==> src/rtl/wbs_rgb_pwm.sv <==
// Wishbone B4 pipelined slave driving an RGB LED through three 8-bit PWM channels.
// Duty updates land only on period boundaries, optionally ramped by a linear fade engine.
module wbs_rgb_pwm (
  input  logic        wb_clk_i,
  input  logic        wb_rst_i,
  input  logic        wb_cyc_i,
  input  logic        wb_stb_i,
  input  logic        wb_we_i,
  input  logic [3:0]  wb_adr_i,
  input  logic [3:0]  wb_sel_i,
  input  logic [31:0] wb_dat_i,
  output logic [31:0] wb_dat_o,
  output logic        wb_stall_o,
  output logic        wb_ack_o,
  output logic        led_r,
  output logic        led_g,
  output logic        led_b
);

  localparam logic [3:0] AdrCtrl     = 4'h0;
  localparam logic [3:0] AdrPrescale = 4'h1;
  localparam logic [3:0] AdrTgtR     = 4'h2;
  localparam logic [3:0] AdrTgtG     = 4'h3;
  localparam logic [3:0] AdrTgtB     = 4'h4;
  localparam logic [3:0] AdrFadeDiv  = 4'h5;
  localparam logic [3:0] AdrStatus   = 4'h6;
  localparam logic [3:0] AdrCur      = 4'h7;

  localparam logic [1:0] FadeIdle = 2'd0;
  localparam logic [1:0] FadeUp   = 2'd1;
  localparam logic [1:0] FadeDown = 2'd2;

  logic            enable_q, enable_d;
  logic            fade_en_q, fade_en_d;
  logic [15:0]     prescale_q, prescale_d;
  logic [15:0]     fade_div_q, fade_div_d;
  logic [2:0][7:0] tgt_q, tgt_d;
  logic [2:0][7:0] cur_q, cur_d;
  logic [15:0]     pre_cnt_q, pre_cnt_d;
  logic [7:0]      pwm_cnt_q, pwm_cnt_d;
  logic [15:0]     fade_cnt_q, fade_cnt_d;
  logic [2:0]      led_q, led_d;
  logic            ack_q, ack_d;
  logic [31:0]     dat_q, dat_d;

  logic        req;
  logic        wr;
  logic        busy;
  logic        tick;
  logic        boundary;
  logic        step;
  logic [31:0] rdata;
  logic [31:0] wdata;
  logic        unused_wdata;

  function automatic logic [31:0] apply_sel(input logic [31:0] old_val,
                                            input logic [31:0] new_val,
                                            input logic [3:0]  sel);
    logic [31:0] res;
    for (int b = 0; b < 4; b++) begin
      res[8*b +: 8] = sel[b] ? new_val[8*b +: 8] : old_val[8*b +: 8];
    end
    return res;
  endfunction

  function automatic logic [1:0] fade_state(input logic [7:0] cur, input logic [7:0] tgt);
    if (cur < tgt) begin
      return FadeUp;
    end else if (cur > tgt) begin
      return FadeDown;
    end
    return FadeIdle;
  endfunction

  function automatic logic [7:0] fade_next(input logic [7:0] cur, input logic [7:0] tgt);
    logic [7:0] res;
    case (fade_state(cur, tgt))
      FadeUp:   res = cur + 8'd1;
      FadeDown: res = cur - 8'd1;
      default:  res = cur;
    endcase
    return res;
  endfunction

  assign req  = wb_cyc_i & wb_stb_i;
  assign wr   = req & wb_we_i;
  assign busy = (cur_q != tgt_q);

  // Read mux doubles as the old value for byte-lane merging on writes.
  always_comb begin
    rdata = '0;
    case (wb_adr_i)
      AdrCtrl:     rdata = {30'd0, fade_en_q, enable_q};
      AdrPrescale: rdata = {16'd0, prescale_q};
      AdrTgtR:     rdata = {24'd0, tgt_q[0]};
      AdrTgtG:     rdata = {24'd0, tgt_q[1]};
      AdrTgtB:     rdata = {24'd0, tgt_q[2]};
      AdrFadeDiv:  rdata = {16'd0, fade_div_q};
      AdrStatus:   rdata = {31'd0, busy};
      AdrCur:      rdata = {8'h00, cur_q[2], cur_q[1], cur_q[0]};
      default:     rdata = '0;
    endcase
  end

  assign wdata        = apply_sel(rdata, wb_dat_i, wb_sel_i);
  assign unused_wdata = ^wdata[31:16];

  always_comb begin
    enable_d   = enable_q;
    fade_en_d  = fade_en_q;
    prescale_d = prescale_q;
    fade_div_d = fade_div_q;
    tgt_d      = tgt_q;
    if (wr) begin
      case (wb_adr_i)
        AdrCtrl:     {fade_en_d, enable_d} = wdata[1:0];
        AdrPrescale: prescale_d = wdata[15:0];
        AdrTgtR:     tgt_d[0] = wdata[7:0];
        AdrTgtG:     tgt_d[1] = wdata[7:0];
        AdrTgtB:     tgt_d[2] = wdata[7:0];
        AdrFadeDiv:  fade_div_d = wdata[15:0];
        default:     ;
      endcase
    end
  end

  // The >= compare lets a lowered PRESCALE take effect on the very next cycle.
  assign tick     = enable_q & (pre_cnt_q >= prescale_q);
  assign boundary = tick & (pwm_cnt_q == 8'hFF);
  assign step     = boundary & fade_en_q & (fade_cnt_q == fade_div_q);

  always_comb begin
    pre_cnt_d  = pre_cnt_q;
    pwm_cnt_d  = pwm_cnt_q;
    fade_cnt_d = fade_cnt_q;
    cur_d      = cur_q;
    if (!enable_q) begin
      pre_cnt_d  = '0;
      pwm_cnt_d  = '0;
      fade_cnt_d = '0;
    end else begin
      if (tick) begin
        pre_cnt_d = '0;
        pwm_cnt_d = pwm_cnt_q + 8'd1;
      end else begin
        pre_cnt_d = pre_cnt_q + 16'd1;
      end
      if (!fade_en_q) begin
        fade_cnt_d = '0;
      end else if (boundary) begin
        fade_cnt_d = step ? 16'd0 : fade_cnt_q + 16'd1;
      end
    end
    for (int i = 0; i < 3; i++) begin
      if (boundary && !fade_en_q) begin
        cur_d[i] = tgt_q[i];
      end else if (step) begin
        cur_d[i] = fade_next(cur_q[i], tgt_q[i]);
      end
    end
  end

  always_comb begin
    for (int i = 0; i < 3; i++) begin
      led_d[i] = enable_q & (pwm_cnt_q < cur_q[i]);
    end
    ack_d = req;
    dat_d = (req & ~wb_we_i) ? rdata : '0;
  end

  always_ff @(posedge wb_clk_i or negedge wb_rst_i) begin
    if (!wb_rst_i) begin
      enable_q   <= 1'b0;
      fade_en_q  <= 1'b0;
      prescale_q <= '0;
      fade_div_q <= '0;
      tgt_q      <= '0;
      cur_q      <= '0;
      pre_cnt_q  <= '0;
      pwm_cnt_q  <= '0;
      fade_cnt_q <= '0;
      led_q      <= '0;
      ack_q      <= 1'b0;
      dat_q      <= '0;
    end else begin
      enable_q   <= enable_d;
      fade_en_q  <= fade_en_d;
      prescale_q <= prescale_d;
      fade_div_q <= fade_div_d;
      tgt_q      <= tgt_d;
      cur_q      <= cur_d;
      pre_cnt_q  <= pre_cnt_d;
      pwm_cnt_q  <= pwm_cnt_d;
      fade_cnt_q <= fade_cnt_d;
      led_q      <= led_d;
      ack_q      <= ack_d;
      dat_q      <= dat_d;
    end
  end

  assign wb_dat_o   = dat_q;
  assign wb_ack_o   = ack_q;
  assign wb_stall_o = 1'b0;
  assign led_r      = led_q[0];
  assign led_g      = led_q[1];
  assign led_b      = led_q[2];

endmodule

==> config.mk <==
export PLATFORM = sky130hd
export DESIGN_NAME = wbs_rgb_pwm
export DESIGN_NICKNAME = d
export VERILOG_FILES = /design/src/rtl/wbs_rgb_pwm.sv
export SDC_FILE = /design/constraint.sdc
export NUM_CORES = 1
export LEC_CHECK = 0
export ABC_AREA = 1
export BUFFER_PORTS_ARGS = -buffer_cell sky130_fd_sc_hd__buf_2
export CORE_MARGIN = 4
export CORE_UTILIZATION = 51
export DETAILED_ROUTE_END_ITERATION = 10
export PLACE_DENSITY = 0.7
export SYNTH_ARGS = -nofsm -noshare
export SYNTH_HDL_FRONTEND = slang
export SYNTH_SLANG_ARGS = --single-unit
==> constraint.sdc <==
create_clock -name wb_clk_i -period 4.3 [get_ports wb_clk_i]
set_input_delay 0.86 -clock wb_clk_i [delete_from_list [all_inputs] [get_ports wb_clk_i]]
set_output_delay 0.86 -clock wb_clk_i [all_outputs]
set_load 0.1 [all_outputs]
==> out/metrics.csv <==
stage;metric;value;unit
synthesis;yosysTopAreaCell;dfrtp_1;
critical_path;path_common_cell;nand2_1;
synthesis;synth_common_cells;nand2_1, inv_1, dfrtp_1;
synthesis;synth_cell_types;47;
pwr;ir_worst_vdd;240;µV
critical_path;path_cells;inv_1 > ha_1 > nand2_1 > nor2_1 > nand4_1 > nand2_1 > inv_1 > ha_1 > a21oi_1 > o21ai_0 > nand2_1 > nand2_1 > a21oi_1 > inv_1 > nand2_1 > nand2_1 > nand2_1 > o21ai_0 > nand2_1 > nand2_1;
synthesis;yosys.area.top_type_share;38.6;%
routing;finalWirelength;27200;µm
clocking;clock_latency;0.44;ns
place;gp_congestion;0.978;
timing;period_share;71.7;%
die;initial_utilization;52.0;%
timing;rsz0062_at_grt;false;
timing;tns;0;ns
synthesis;ys_top_cells_by_area;dfrtp_1, nand2_1, ha_1;
critical_path;arrival;3.41;ns
synthesis;synth_edf_count;0;
cells_and_area;drive_gt1_share;8.82;%
pwr;power_density;369;mW/mm²
clocking;cts-buffers-inserted;17;
timing;fmax;324;MHz
timing;fin_crit;3.08;ns
die;dieHeight;146;µm
min_path;hp-class;register to register;
cells_and_area;multi_input_area;0.00515;mm²
critical_path;worstPathMaxFanout;6;
global_route;grt_usage;26.0;%
clocking;cts_num_sinks;150;
synthesis;async_reset_ff_share;100;%
critical_path;critPathLaunchType;register;
synthesis;ys.flop_type;dfrtp_1;
job;max_cap_viol_count;0;
clocking;post_cts_buffers;0;
critical_path;path_buf_inv;3;
timing;skew;0.0172;ns
routing;drc;0;
pwr;power_frac_seq;40.8;%
clocking;ctsHtreeMaxLevel;4;
clocking;ctsHoldBuffers;0;
routing;viasPerCell;5.58;
timing;setup_violations;0;
cells_and_area;areaGrowthSynthToFinish;10.7;%
routing;ant_nets;0;
die;io_pins;82;
routing;vias;8905;
critical_path;critPathTopFamily;simple AND/OR/NAND/NOR gates;
pwr;clockPowerShare;39.1;%
routing;drt_iter0_drc;787;
cells_and_area;seq_area;0.00375;mm²
global_route;grt_max_degree;101;
pwr;power.net_switching;1.32;mW
die;rows;50;
timing;slew-limit-headroom;36.5;%
die;dieArea;0.0214;mm²
pwr;switching_share;33.2;%
cells_and_area;n_fill_cell;1749;
clocking;cts-root-buf;clkbuf_16;
synthesis;syn_inst;1297;
run_status;status;complete, no violations;
timing;hold_viol;0;
critical_path;worst-setup-path-type;register to register;
pwr;power;3.98;mW
pwr;p_leak;5.65;nW
critical_path;required;4.63;ns
clocking;ctsResizeCount;0;
synthesis;synth_area;0.00973;mm²
die;core_area;0.0187;mm²
cells_and_area;num-nets-final;1478;
die;dieWidth;146;µm
critical_path;cp-end-kind;register;
clocking;cts_tree;yes;
synthesis;syn_avg_cell_area;7.50;µm²
global_route;grt_pass1_wl;44500;µm
critical_path;cpPeakStageDelay;0.39;ns
routing;wl_per_cell;17.1;µm
clocking;max-clock-path-buffers;2;
synthesis;synth_warnings;0;
global_route;antenna_found_initial;0;
critical_path;slowest_stage;dfrtp_1;
synthesis;synth_seq_cells;150;
global_route;grt-ovfl-total;0;
place;portBuffers;54;
clocking;clkTransAtPathRegs;0.07;ns
timing;drv_slew;0;
synthesis;synth_most_common_cell;nand2_1;
global_route;grt_pass1_vias;8407;
place;dp_hpwl;20100;µm
pwr;p_int;2.66;mW
synthesis;yosysSeqAreaShare;38.6;%
pwr;combPwrFrac;20.1;%
timing;worst_pin_slew;0.953;ns
routing;drtPass1Iterations;6;
cells_and_area;diodes;0;
[kinds of logic after synthesis]
logic type | after synthesis | synth area share [%]
AND/OR/NAND/NOR | 605 | 27.2
buffers and inverters | 212 | 8.76
flip-flops | 150 | 38.6
AO/OA/AOI/OAI | 220 | 12.2
adder cells (fa/ha/maj) | 85 | 11.2
XOR/XNOR | 24 | 2.16
other | 1 | 0.0385
[cell type report]
class / count / share of cell area, %
multi-input cells: 943 / 47.8
flip-flops and latches: 150 / 34.8
inverters: 178 / 6.20
clock buffers: 17 / 3.95
repair buffers: 58 / 2.84
well taps: 234 / 2.72
clock inverters: 15 / 1.63
[power by group through the flow]
stage	Combinational, mW	Clock, mW	Sequential (mW)
finish	0.800	1.56	1.62
detailed placement	0.786	0	1.64
floorplan	0.553	0	1.64
global placement	0.770	0	1.64
global route	0.910	1.64	1.63
CTS	0.798	1.57	1.62
[worst paths after layout]
path | end | slack [ns] | start | depth (start not counted)
min | prescale_q[5]$_DFFE_PN0P_ | 0.49 | prescale_q[5]$_DFFE_PN0P_ | 2
max reg2reg | cur_q[22]$_DFFE_PN0P_ | 1.22 | tgt_q[23]$_DFFE_PN0P_ | 20
max in group asynchronous | prescale_q[11]$_DFFE_PN0P_ | 2.84 | wb_rst_i | 2
min reg2reg | prescale_q[5]$_DFFE_PN0P_ | 0.49 | prescale_q[5]$_DFFE_PN0P_ | 2
min in group asynchronous | cur_q[20]$_DFFE_PN0P_ | 0.52 | wb_rst_i | 1
max | cur_q[22]$_DFFE_PN0P_ | 1.22 | tgt_q[23]$_DFFE_PN0P_ | 20
[routing by layer]
metal	vias to the layer above	share of wire, %	track usage (%)
met5	-	0	0
met4	0	1.7	5.41
met3	47	8.3	6.36
met2	365	44	40.2
met1	4130	46	37.5
li1	4363	-	-
[tightest hold or removal path: stages, from the launching register on]
cell and delay, ns:
dfrtp_1 0.34, nand2_1 0.05, o21ai_0 0.06
[cells in the final DEF, fill, tap and decap left out, drive strengths merged, types with 3 or more instances in the layout]
cell type,n
fa,3
nor2,103
nand2,323
bufinv,3
nand3,97
xnor2,8
conb,9
nand3b,6
and3,3
o22ai,25
ha,82
a21oi,69
nor4,4
o21ai,109
clkbuf,17
inv,182
dfrtp,150
or2,12
nand4,25
xor2,16
o21a,3
buf,58
o211ai,3
nor3,30
clkinv,7
[state kept, by name (all words and copies together) (netlist names)]
signal      flops
fade_div_q     16
enable_q        1
fade_en_q       1
tgt_q          24
led_q           3
prescale_q     16
wb_ack_o        1
wb_dat_o       24
pwm_cnt_q       8
fade_cnt_q     16
pre_cnt_q      16
cur_q          24
[through the flow]
step	utilization (%)	worst slack (ns)	instances	cell area [µm²]	hold slack [ns]
4_1_cts	57.6	1.28	1595	10800	0.488
3_3_place_gp	54.4	1.34	1563	10200	0.465
5_1_grt	57.6	0.951	1595	10800	0.507
6_report	57.6	1.22	1595	10800	0.486
2_1_floorplan	-	1.77	1305	9760	0.453
3_5_place_dp	54.4	1.30	1563	10200	0.473
Power figures use the tool's default switching activity.
